==> config.mk <==
export PLATFORM = sky130hd
export DESIGN_NAME = alu_seq
export DESIGN_NICKNAME = d
export VERILOG_FILES = /design/src/rtl/alu_pkg.sv /design/src/rtl/alu_mul_seq.sv /design/src/rtl/alu_seq.sv
export SDC_FILE = /design/constraint.sdc
export NUM_CORES = 1
export LEC_CHECK = 0
export CELL_PAD_IN_SITES_DETAIL_PLACEMENT = 0
export CELL_PAD_IN_SITES_GLOBAL_PLACEMENT = 2
export CORE_ASPECT_RATIO = 0.9
export CORE_MARGIN = 2
export CORE_UTILIZATION = 37
export DETAILED_ROUTE_END_ITERATION = 16
export HOLD_SLACK_MARGIN = 0.06
export PLACE_DENSITY_LB_ADDON = 0.2
export SLEW_MARGIN = 15
export SYNTH_ARGS = -nofsm -noshare
export SYNTH_HDL_FRONTEND = slang
export SYNTH_SLANG_ARGS = --single-unit
==> constraint.sdc <==
create_clock -name clk -period 4.93 [get_ports clk]
set_clock_uncertainty 0.05 [all_clocks]
set_input_delay 0.986 -clock clk [delete_from_list [all_inputs] [get_ports clk]]
set_output_delay 0.986 -clock clk [all_outputs]
set_load 0.02 [all_outputs]
==> src/rtl/alu_pkg.sv <==
// Shared opcode and FSM-state encodings for the sequenced ALU and its controller decoder.
package alu_pkg;

    localparam int ALU_OP_W = 3;

    typedef enum logic [ALU_OP_W-1:0] {
        OP_ADD = 3'b000,
        OP_SUB = 3'b001,
        OP_AND = 3'b010,
        OP_MVN = 3'b011,
        OP_LSL = 3'b100,
        OP_LSR = 3'b101,
        OP_ASR = 3'b110,
        OP_MUL = 3'b111
    } alu_op_t;

    typedef enum logic [1:0] {
        ST_IDLE = 2'd0,
        ST_MUL  = 2'd1,
        ST_DONE = 2'd2
    } alu_state_t;

    function automatic logic op_is_mul(input alu_op_t o);
        return o == OP_MUL;
    endfunction

endpackage

==> src/rtl/alu_mul_seq.sv <==
// Iterative unsigned shift-add multiplier: loads on start, then one partial product per cycle for WIDTH cycles.
// done and product are combinational during the final step so the caller can register the result on that edge.
module alu_mul_seq #(
    parameter int WIDTH = 16
) (
    input  logic               clk,
    input  logic               reset,
    input  logic               start,
    input  logic [WIDTH-1:0]   a,
    input  logic [WIDTH-1:0]   b,
    output logic               done,
    output logic [2*WIDTH-1:0] product
);

    localparam int CW = $clog2(WIDTH);

    logic [2*WIDTH-1:0] acc_q, mcand_q, acc_d;
    logic [WIDTH-1:0]   mplier_q;
    logic [CW-1:0]      cnt_q;
    logic               busy_q;

    assign acc_d   = acc_q + (mplier_q[0] ? mcand_q : '0);
    assign product = acc_d;
    assign done    = busy_q && (cnt_q == CW'(WIDTH - 1));

    always_ff @(posedge clk) begin
        if (reset) begin
            acc_q    <= '0;
            mcand_q  <= '0;
            mplier_q <= '0;
            cnt_q    <= '0;
            busy_q   <= 1'b0;
        end else if (start) begin
            acc_q    <= '0;
            mcand_q  <= {{WIDTH{1'b0}}, a};
            mplier_q <= b;
            cnt_q    <= '0;
            busy_q   <= 1'b1;
        end else if (busy_q) begin
            acc_q    <= acc_d;
            mcand_q  <= mcand_q << 1;
            mplier_q <= mplier_q >> 1;
            cnt_q    <= cnt_q + 1'b1;
            // No early exit on zero operands: latency is always WIDTH steps.
            if (done) begin
                busy_q <= 1'b0;
            end
        end
    end

endmodule

==> src/rtl/alu_seq.sv <==
// Handshaked ALU with status flags: single-cycle ops register on the accept edge, MUL completes WIDTH edges later.
// Result is held while out_ready is low; in_ready follows out_ready combinationally in DONE.
module alu_seq #(
    parameter int WIDTH = 16
) (
    input  logic             clk,
    input  logic             reset,
    input  logic             in_valid,
    output logic             in_ready,
    input  logic [2:0]       op,
    input  logic [WIDTH-1:0] ain,
    input  logic [WIDTH-1:0] bin,
    input  logic             set_flags,
    output logic             out_valid,
    input  logic             out_ready,
    output logic [WIDTH-1:0] result,
    output logic             Z,
    output logic             N,
    output logic             V
);

    import alu_pkg::*;

    localparam int MSB = WIDTH - 1;
    localparam int SHW = $clog2(WIDTH);

    alu_state_t         state_q;
    logic [WIDTH-1:0]   result_q, res_d;
    logic               out_valid_q, z_q, n_q, v_q, v_d;
    logic               flag_en_q;
    logic               accept, mul_start, mul_done;
    logic [2*WIDTH-1:0] mul_product;
    logic [SHW-1:0]     shamt;
    alu_op_t            op_in;

    assign op_in     = alu_op_t'(op);
    assign shamt     = bin[SHW-1:0];
    assign in_ready  = (state_q == ST_IDLE) || ((state_q == ST_DONE) && out_ready);
    assign accept    = in_valid && in_ready;
    assign mul_start = accept && op_is_mul(op_in);

    assign out_valid = out_valid_q;
    assign result    = result_q;
    assign Z         = z_q;
    assign N         = n_q;
    assign V         = v_q;

    always_comb begin
        res_d = '0;
        v_d   = 1'b0;
        unique case (op_in)
            OP_ADD: begin
                res_d = ain + bin;
                v_d   = (ain[MSB] == bin[MSB]) && (res_d[MSB] != ain[MSB]);
            end
            OP_SUB: begin
                res_d = ain - bin;
                v_d   = (ain[MSB] != bin[MSB]) && (res_d[MSB] != ain[MSB]);
            end
            OP_AND:  res_d = ain & bin;
            OP_MVN:  res_d = ~bin;
            OP_LSL:  res_d = ain << shamt;
            OP_LSR:  res_d = ain >> shamt;
            OP_ASR:  res_d = $signed(ain) >>> shamt;
            default: res_d = '0;
        endcase
    end

    alu_mul_seq #(.WIDTH(WIDTH)) u_mul (
        .clk     (clk),
        .reset   (reset),
        .start   (mul_start),
        .a       (ain),
        .b       (bin),
        .done    (mul_done),
        .product (mul_product)
    );

    always_ff @(posedge clk) begin
        if (reset) begin
            state_q     <= ST_IDLE;
            result_q    <= '0;
            out_valid_q <= 1'b0;
            z_q         <= 1'b0;
            n_q         <= 1'b0;
            v_q         <= 1'b0;
            flag_en_q   <= 1'b0;
        end else begin
            unique case (state_q)
                ST_IDLE, ST_DONE: begin
                    if (accept) begin
                        flag_en_q <= set_flags;
                        if (op_is_mul(op_in)) begin
                            state_q     <= ST_MUL;
                            out_valid_q <= 1'b0;
                        end else begin
                            state_q     <= ST_DONE;
                            out_valid_q <= 1'b1;
                            result_q    <= res_d;
                            if (set_flags) begin
                                z_q <= (res_d == '0);
                                n_q <= res_d[MSB];
                                v_q <= v_d;
                            end
                        end
                    end else if ((state_q == ST_DONE) && out_ready) begin
                        state_q     <= ST_IDLE;
                        out_valid_q <= 1'b0;
                    end
                end
                ST_MUL: begin
                    if (mul_done) begin
                        state_q     <= ST_DONE;
                        out_valid_q <= 1'b1;
                        result_q    <= mul_product[WIDTH-1:0];
                        // set_flags was captured at acceptance; the live input may have moved on.
                        if (flag_en_q) begin
                            z_q <= (mul_product[WIDTH-1:0] == '0);
                            n_q <= mul_product[MSB];
                            v_q <= |mul_product[2*WIDTH-1:WIDTH];
                        end
                    end
                end
                default: state_q <= ST_IDLE;
            endcase
        end
    end

endmodule
==> flow_metrics.tcl <==
set metrics [dict create \
    yosys.area.top_type_share 0.209 \
    max_slew_margin 0.400 \
    slowest_delay_ps 660 \
    cts-root-buf "clkbuf_16" \
    dp_hpwl_um 28100 \
    wl_um 36700 \
    grt_max_degree 63 \
    rr_worst_depth 12 \
    cts_tree "yes" \
    wl_per_cell_um 21.3 \
    vias 10373 \
    timing.setup.tns_ps 0 \
    synth.avg_cell_area_um2 7.77 \
    final_hold_viol_count 0 \
    seq_area_frac_synth 0.209 \
    place.gp.congestion 0.894 \
    path_clk_slew_ps 80 \
    firstDrtPassIters 5 \
    syn_to_final_growth_pct 13.0 \
    fin_crit_ps 4280 \
    clk_path_buf_depth 2 \
    ir_worst_vdd_uv 154 \
    period_share 0.869 \
    setup_viol 0 \
    synth_commonest_cells "nor2_1, dfxtp_1, a21oi_1, mux2i_1, nand2_1" \
    clock_tree.htree_level_count 3 \
    cts-resized-gates 0 \
    synth_top_cells_by_area "dfxtp_1, mux2i_1, ha_1" \
    worstHoldStart "result[7]" \
    power_mw 2.41 \
    drv_cap 0 \
    synth.distinct_cells 92 \
    fp-row-count 58 \
    die_w_um 180 \
    drive_gt1_frac 0.0858 \
    crit_fanout 10 \
    end_kind "flop" \
    chipHeight_um 163 \
    syn_inst 1333 \
    clock_sinks 108 \
    cts_made_buffers 9 \
    dieArea_um2 29300 \
    max_freq_ghz 0.233 \
    worstPathArrival_ps 4480 \
    synthesis.nets 1441 \
    io_buffers 60 \
    whs_path_depth 2 \
    crit_type "in -> reg" \
    crit_buf_inv 2 \
    wl_met2_um 14300 \
    cts_hold_buffers 0 \
    grt_pass1_wl_um 57100 \
    r2r-start "u_mul.mplier_q[0]" \
    synth_flop_cell "dfxtp_1" \
    leakagePower_nw 4.58 \
    route.met3.wl_um 2990 \
    first_global_vias 9543 \
    overflow 0 \
    reg2reg_slack_ps 690 \
    m1WireLength_um 18700 \
    p_per_area_nw_per_um2 206 \
    synth_area_um2 10400 \
    hold_ws_ps 403 \
    synth_edf_count 0 \
    antenna_found_initial 3 \
    placedCellCount 1708 \
    vias_per_cell 6.01 \
    final_cells 1725 \
    cp_cell_sequence "clkdlybuf4s50_1 > inv_1 > fa_1 > nor2_1 > o221ai_1 > a211oi_1 > o31a_1 > o41ai_1 > a221o_1 > a221oi_1 > nor2_1 > o221a_1" \
    start_util 0.374 \
    grtUsageTotal 0.247 \
    required_ps 5130 \
    async_flop_share 0 \
    fp.coreArea_um2 27700 \
    yosys.area.top_type "dfxtp_1" \
    post-route-drc-count 0 \
    hold_class "reg -> reg" \
    slew_violations 0 \
    drtIter0Drc 1144 \
    outcome "finished, final reports clean" \
    worst_pin_slew_ps 900 \
    cp_common_cell "nor2_1" \
    ys.warnings.count 0 \
    ys_ff_latch 108 \
    num-nets-final 1467 \
    path_delay_family "compound AO/OA/AOI/OAI gates" \
    min_to "result[7]" \
    cp_slowest_cell "clkdlybuf4s50_1" \
    start_kind "input port" \
    clk_latency_ps 360 \
    ant_nets 0 \
    yosysMostFrequentCell "nor2_1" \
    pin_count 61 \
    top_layer "met4" \
    postCtsSetupRepairBufs 0 \
    post-route-util 0.422 \
    rsz0062_at_grt "false" \
    r2r_end "V" \
]
## worst max path at each step
| stage | from | end | slack [ps] | cells after the start |
|---|---|---|---|---|
| after global routing | u_mul.mplier_q[0] | V | 420 | 12 |
| final | ain[1] | result[12] | 650 | 12 |
| after global placement | ain[6] | result[13] | 260 | 12 |
| after floorplan | bin[2] | result[12] | 960 | 14 |
| after detailed placement | ain[1] | result[12] | 320 | 12 |
| after CTS | ain[1] | result[12] | 680 | 12 |
## worst register-to-register path: cells and delay by family, from the launching register on
kind                       cells  cell delay [ps]
buffers and inverters          1              340
and+or+nand+nor                4             1130
adders and majority gates      1              290
DFF                            1              390
AOI/OAI and AO/OA              6             1920
## stage by stage
step           worst slack, ps  cell area (um2)
2_1_floorplan              963            10400
6_report                   646            11700
4_1_cts                    684            11700
5_1_grt                    418            11700
3_3_place_gp               259            11400
3_5_place_dp               319            11400
## layer usage
metal / vias up / GRT usage
li1: 5000 / -
met1: 4923 / 0.398
met2: 410 / 0.334
met3: 40 / 0.0409
met4: 0 / 0.0535
met5: - / 0
## layout make-up
type                       count  area (um2)
tap                          360         450
clock inverter                 6        80.1
multi-input combinational   1090        7640
antenna                        1        2.50
clock buffer                  10         239
inverter                      46         173
fill                        2871       16000
sequential                   108        2170
timing repair buffer         104         953
## layout by cell type, fill, tap and decap left out, drive strengths merged, types with 47 or more instances in the layout
cell type / Yosys / routed
clkdlybuf4s50: 0 / 57
ha: 65 / 65
a21oi: 97 / 97
and2: 49 / 49
nor2: 185 / 185
inv: 45 / 48
buf: 21 / 47
dfxtp: 108 / 108
o21ai: 56 / 56
nand2: 90 / 90
mux2i: 95 / 95
a211oi: 57 / 57
## flip-flops by register name, indices dropped and copies added, names as in the netlist
| signal | count |
|---|---|
| N | 1 |
| V | 1 |
| Z | 1 |
| flag_en_q | 1 |
| out_valid | 1 |
| result | 16 |
| state_q | 2 |
| u_mul.acc_q | 32 |
| u_mul.busy_q | 1 |
| u_mul.cnt_q | 4 |
| u_mul.mcand_q | 32 |
| u_mul.mplier_q | 16 |
## cells by family after synthesis
logic type	count (synthesis)	share of synthesized area
buf+inv	135	0.0541
xor+xnor	25	0.0211
simple gates	492	0.231
mux	124	0.145
flops	108	0.209
compound gates	381	0.255
fa+ha+maj	68	0.0843
## power breakdown
part	total, mW	internal, mW	switching (mW)	leakage, nW
clock network	0.797	0.421	0.376	0.155
registers	0.921	0.898	0.0229	0.876
logic	0.688	0.271	0.417	3.55
total	2.41	1.59	0.815	4.58
(Power assumes the default switching activity.)
